`src/rtl/dpe_pkg.sv`:
```
// Shared types and constants for the dot-product engine: run-state encoding
// and active-low seven-segment patterns ({a..g}, MSB = a).
package dpe_pkg;

  typedef enum logic [1:0] {
    IDLE = 2'd0,
    RUN  = 2'd1,
    DONE = 2'd2
  } state_t;

  localparam logic [6:0] SEG_0 = 7'b0000001;
  localparam logic [6:0] SEG_1 = 7'b1001111;
  localparam logic [6:0] SEG_2 = 7'b0010010;
  localparam logic [6:0] SEG_3 = 7'b0000110;
  localparam logic [6:0] SEG_4 = 7'b1001100;
  localparam logic [6:0] SEG_5 = 7'b0100100;
  localparam logic [6:0] SEG_6 = 7'b0100000;
  localparam logic [6:0] SEG_7 = 7'b0001111;
  localparam logic [6:0] SEG_8 = 7'b0000000;
  localparam logic [6:0] SEG_9 = 7'b0000100;

endpackage

```
`src/rtl/seg7_decoder.sv`:
```
// Decimal digit to active-low seven-segment pattern. Values 10-15 have no
// decimal glyph and show the zero pattern.
module seg7_decoder
  import dpe_pkg::*;
(
  input  logic [3:0] digit,
  output logic [6:0] seg
);

  always_comb begin
    seg = SEG_0;
    case (digit)
      4'd0:    seg = SEG_0;
      4'd1:    seg = SEG_1;
      4'd2:    seg = SEG_2;
      4'd3:    seg = SEG_3;
      4'd4:    seg = SEG_4;
      4'd5:    seg = SEG_5;
      4'd6:    seg = SEG_6;
      4'd7:    seg = SEG_7;
      4'd8:    seg = SEG_8;
      4'd9:    seg = SEG_9;
      default: seg = SEG_0;
    endcase
  end

endmodule

```
`src/rtl/dot_product_engine.sv`:
```
// Saturating dot product of two small sample memories, paced by a tick strobe.
// Define DPE_SIGNED_EN for two's-complement arithmetic with symmetric saturation.
module dot_product_engine
  import dpe_pkg::*;
#(
  parameter int DATA_W = 4,
  parameter int DEPTH  = 16,
  parameter int ADDR_W = 4,
  parameter int ACC_W  = 12
) (
  input  logic              clk,
  input  logic              reset,
  input  logic              tick,
  input  logic              start,
  input  logic [ADDR_W:0]   n_samples,
  input  logic              wr_en,
  input  logic              wr_sel,
  input  logic [ADDR_W-1:0] wr_addr,
  input  logic [DATA_W-1:0] wr_data,
  input  logic              disp_sel,
  output logic              busy,
  output logic              done,
  output logic              overflow,
  output logic [ACC_W-1:0]  result,
  output logic [6:0]        seg_7
);

  localparam logic [ADDR_W:0] DEPTH_W = DEPTH[ADDR_W:0];

  state_t              state;
  logic [ADDR_W-1:0]   idx;
  logic [ADDR_W:0]     n_lat;
  logic [ADDR_W:0]     n_clip;
  logic [ACC_W-1:0]    acc;
  logic                ovf;

  logic [DATA_W-1:0]   mem_a [DEPTH] = '{default: DATA_W'(1)};
  logic [DATA_W-1:0]   mem_b [DEPTH] = '{default: DATA_W'(1)};
  logic [DATA_W-1:0]   a_rd;
  logic [DATA_W-1:0]   b_rd;
  logic [2*DATA_W-1:0] prod;
  logic [ACC_W:0]      sum_w;
  logic [ACC_W-1:0]    acc_next;
  logic                sat_hit;

  // Memories are only writable while idle, so a run always sees stable data.
  always_ff @(posedge clk) begin
    if (wr_en && (state == IDLE) && ({1'b0, wr_addr} < DEPTH_W)) begin
      if (wr_sel) mem_b[wr_addr] <= wr_data;
      else        mem_a[wr_addr] <= wr_data;
    end
  end

  assign a_rd = mem_a[idx];
  assign b_rd = mem_b[idx];

`ifdef DPE_SIGNED_EN
  localparam logic signed [ACC_W:0] SMAX = (ACC_W+1)'((2 ** (ACC_W-1)) - 1);
  localparam logic signed [ACC_W:0] SMIN = -SMAX;

  assign prod  = $signed({{DATA_W{a_rd[DATA_W-1]}}, a_rd}) *
                 $signed({{DATA_W{b_rd[DATA_W-1]}}, b_rd});
  assign sum_w = {acc[ACC_W-1], acc} +
                 {{(ACC_W+1-2*DATA_W){prod[2*DATA_W-1]}}, prod};

  always_comb begin
    acc_next = sum_w[ACC_W-1:0];
    sat_hit  = 1'b0;
    if ($signed(sum_w) > SMAX) begin
      acc_next = SMAX[ACC_W-1:0];
      sat_hit  = 1'b1;
    end else if ($signed(sum_w) < SMIN) begin
      acc_next = SMIN[ACC_W-1:0];
      sat_hit  = 1'b1;
    end
  end
`else
  assign prod  = {{DATA_W{1'b0}}, a_rd} * {{DATA_W{1'b0}}, b_rd};
  assign sum_w = {1'b0, acc} + {{(ACC_W+1-2*DATA_W){1'b0}}, prod};

  always_comb begin
    sat_hit  = sum_w[ACC_W];
    acc_next = sat_hit ? {ACC_W{1'b1}} : sum_w[ACC_W-1:0];
  end
`endif

  always_comb begin
    n_clip = (n_samples > DEPTH_W) ? DEPTH_W : n_samples;
  end

  // Run protocol: start is taken only in IDLE; busy covers the N accumulating
  // ticks; done is a one-cycle pulse after the last product lands.
  always_ff @(posedge clk) begin
    if (reset) begin
      state <= IDLE;
      idx   <= '0;
      n_lat <= '0;
      acc   <= '0;
      ovf   <= 1'b0;
    end else begin
      case (state)
        IDLE: begin
          if (start) begin
            acc   <= '0;
            idx   <= '0;
            ovf   <= 1'b0;
            n_lat <= n_clip;
            state <= (n_clip == '0) ? DONE : RUN;
          end
        end
        RUN: begin
          if (tick) begin
            acc <= acc_next;
            idx <= idx + 1'b1;
            if (sat_hit) ovf <= 1'b1;
            if (({1'b0, idx} + 1'b1) == n_lat) state <= DONE;
          end
        end
        DONE:    state <= IDLE;
        default: state <= IDLE;
      endcase
    end
  end

  assign busy     = (state == RUN);
  assign done     = (state == DONE);
  assign overflow = ovf;
  assign result   = acc;

  seg7_decoder u_seg7 (
    .digit (disp_sel ? acc[3:0] : n_samples[3:0]),
    .seg   (seg_7)
  );

endmodule
```
`config.mk`:
```
export PLATFORM = sky130hd
export DESIGN_NAME = dot_product_engine
export DESIGN_NICKNAME = d
export VERILOG_FILES = /design/src/rtl/dpe_pkg.sv /design/src/rtl/seg7_decoder.sv /design/src/rtl/dot_product_engine.sv
export SDC_FILE = /design/constraint.sdc
export NUM_CORES = 1
export LEC_CHECK = 0
export BUFFER_PORTS_ARGS = -buffer_cell sky130_fd_sc_hd__buf_2
export CORE_ASPECT_RATIO = 1.25
export CORE_MARGIN = 2
export CORE_UTILIZATION = 35
export DETAILED_ROUTE_END_ITERATION = 12
export HOLD_SLACK_MARGIN = 0.06
export SYNTH_ARGS = -nofsm -noshare
export SYNTH_HDL_FRONTEND = slang
export SYNTH_HIERARCHICAL = 1
export SYNTH_SLANG_ARGS = --single-unit
```
`constraint.sdc`:
```
create_clock -name clk -period 5 [get_ports clk]
set_clock_uncertainty 0.15 [all_clocks]
set_input_delay 0.25 -clock clk [delete_from_list [all_inputs] [get_ports clk]]
set_output_delay 0.25 -clock clk [all_outputs]
set_load 0.02 [all_outputs]
```
==> run_results.csv <==
group,metric,value,unit
min_path,hp-start,"n_samples[4]",
synthesis,synth_seq_cells,156,
critical_path,cp_slowest_stage_delay,530,ps
power,power_density,350.5,nW/um^2
timing,maxSlewViolCount,0,
cts,h-tree-depth,4,
die,die_w,132.7,um
timing,rsz0062_at_grt,"true",
global_routing,grt.overflow.total,0,
critical_path,cp_cell_sequence,"buf_6 -> buf_16 -> mux4_2 -> mux4_2 -> buf_6 -> and2_4 -> fa_2 -> ha_2 -> inv_1 -> fa_1 -> inv_2 -> ha_4 -> a21oi_2 -> buf_4 -> nor2_1 -> or3_4 -> a31o_4 -> a211oi_2",
route,wire_per_inst,18.07,um
die,die_height,164.9,um
route,firstDrtPassIters,8,
route,via_per_inst,5.133,
die,num_rows,58,
synthesis,synth_edf_count,128,
cts,clock_latency,420,ps
min_path,hold_depth,3,
critical_path,r2r_setup_slack,140,ps
timing,tightest_slew,591.3,ps
critical_path,reg2reg_to,"result[10]",
route,wirelength,15.52,mm
global_routing,antenna_found_initial,0,
timing,timing.final.crit_period,4863,ps
critical_path,critPathArrivalTime,5060,ps
min_path,whs_endpoint,"state[1]",
synthesis,ys_warn_count,6,
cts,cts_buffers,17,
finish,finalNetCount,628,
global_routing,grt_max_degree,33,
global_routing,grt_usage,14.99,%
cts,cts_tree,"yes",
die,fp.coreArea,20250,sq um
timing,min_period_over_period,97.27,%
synthesis,yosys.area.top_type,"edfxtp_1",
die,start_util,35.82,%
placement,place_congestion,0.8177,
critical_path,cp.required,5200,ps
cts,clockBufferDepth,2,
finish,drive_gt1_share,29.71,%
timing,finalSetupTns,0,ps
route,num_vias,4409,
synthesis,synth_top_area_share,53.00,%
power,ir_worst_vdd,254.5,uV
route,drc,0,
route,drtIter0Drc,390,
route,drtAntennaViolNets,0,
timing,setup_viol,0,
synthesis,syn_nets,554,
synthesis,syn_area,7252,sq um
synthesis,syn_area_per_cell,14.45,sq um
synthesis,async_flop_share,0,%
finish,syn2layout_area_growth,20.91,%
power,p_leak,0.003038,uW
critical_path,rr_worst_depth,18,
placement,dp.cells,812,
timing,timing.fmax,0.2056,GHz
timing,hold_slack,80.90,ps
critical_path,crit_fanout,6,
die,ioPinCount,42,
cts,clk_pin_slew,60,ps
critical_path,startpoint_type,"flip-flop",
critical_path,cp-end-kind,"flip-flop",
global_routing,grt_pass1_wl,24.94,mm
synthesis,synth_area_leaders,"edfxtp_1 (53%), mux4_2 (12%), dfxtp_1 (7.7%)",
timing,max-slew-margin-rel,60.44,%
finish,antenna_cells,0,
cts,clock_tree.root_cell,"clkbuf_16",
cts,cts.sinks,156,
min_path,hold_class,"input pin to flip-flop",
flow_run,cap_violations,0,
placement,dp_hpwl,10.69,mm
die,die_area,21890,sq um
synthesis,synth-seq-area-share,60.73,%
critical_path,critical-path-slowest-cell,"fa_1",
synthesis,yosysUniqueCellTypes,52,
synthesis,netlist_instances,502,
synthesis,synth_flop_cell,"edfxtp_1",
outcome,status,"finished clean",
placement,portBuffers,41,
global_routing,first_global_vias,4542,
critical_path,path_class,"flip-flop to flip-flop",
finish,post_layout_nonfiller_instances,859,
timing,hold_violations,0,
synthesized netlist by cell type (9+ instances only):
cell type and number:
inv_1 28, mux4_2 40, fa_1 9, a21oi_1 22, edfxtp_1 128, and2_1 12
dfxtp_1 28, ha_1 23, o21ai_0 15, nor2_1 57, nand2_1 27
where the power goes:
group	internal [uW]	switching, uW	leakage [uW]
registers	1420	13.0	0.00138
logic	182	204	0.00138
clock network	704	552	0.000274
flip-flops by register name, summed over array words and instances (netlist names), named ones only:
name and cells:
overflow 1, mem_b 64, n_lat 5, result 12, state 2, mem_a 64, idx 4
worst max path at each step:
stage / slack (ps) / end / cells past startpoint
after CTS: -10 / result[9] / 14
final: 140 / result[10] / 18
after detailed placement: -90 / result[9] / 14
after global routing: -20 / result[10] / 18
after global placement: -40 / result[9] / 14
after floorplan: 120 / result[9] / 15
area by class of cell:
cell class / count / area [sq um]
fillers: 1782 / 11480
flip-flops and latches: 156 / 4408
multi-input cells: 299 / 2749
repair buffers: 74 / 589.3
clock buffers: 18 / 429.2
well taps: 270 / 337.8
clock inverters: 14 / 150.1
inverters: 28 / 105.1
layout by cell type, fill, tap and decap left out, types with 4 or more instances in the layout:
master | netlist | layout
nor2b_1 | 6 | 5
nand2b_1 | 8 | 8
nor2_1 | 57 | 57
inv_6 | 0 | 7
o21ai_0 | 15 | 15
clkbuf_16 | 0 | 18
mux2_2 | 4 | 4
nand3_1 | 8 | 8
fa_1 | 9 | 8
edfxtp_1 | 128 | 128
buf_2 | 0 | 41
ha_1 | 23 | 19
dfxtp_1 | 28 | 27
buf_12 | 0 | 6
and2_1 | 12 | 9
buf_4 | 1 | 18
a21oi_1 | 22 | 21
xnor2_1 | 5 | 5
nor3b_1 | 6 | 6
xor2_1 | 4 | 4
mux4_2 | 40 | 40
inv_1 | 28 | 27
nand2_1 | 27 | 24
nor3_1 | 8 | 7
buf_6 | 3 | 5
critical path: cells and delay by family, from the launching register on:
family	cells	cell delay, ps
simple gates	3	600
fa+ha+maj	4	1430
compound gates	3	560
flops	1	410
mux	2	1010
buf+inv	6	620
metrics by stage:
stage	setup WS, ps	utilization (%)	cell area (sq um)	total power (uW)
floorplan	122.3	-	7252	1680
global placement	-38.42	38.82	7860	1786
detailed placement	-92.64	38.82	7860	1793
CTS	-14.76	42.16	8537	3061
global route	-18.46	43.31	8768	3190
finish	136.6	43.31	8768	3073
routing by layer:
layer | GRT usage [%] | vias to the layer above | share of wire, %
li1 | - | 2047 | -
met2 | 26.00 | 135 | 50
met1 | 18.66 | 2209 | 44
met3 | 2.947 | 18 | 4.2
met5 | 0 | - | 0
met4 | 5.572 | 0 | 1.7
repair_timing:
item | in CTS | in global routing
cloned | 1 | 1
setup buffers | 3 | 8
pin swaps | 6 | 13
endpoints found under the hold margin | 1 | 0
resized for setup | 5 | 30
hold buffers | 2 | 0
setup endpoints to repair | 8 | 13
kinds of logic after synthesis:
family                   after synthesis  synth area share [%]
flip-flops                           156                 60.73
AND/OR/NAND/NOR                      146                 9.766
AO/OA/AOI/OAI                         66                 5.694
buffers and inverters                 47                 2.950
multiplexers                          46                 13.32
adder cells (fa/ha/maj)               32                 6.453
XOR/XNOR                               9                 1.087
Power figures use the tool's default switching activity.
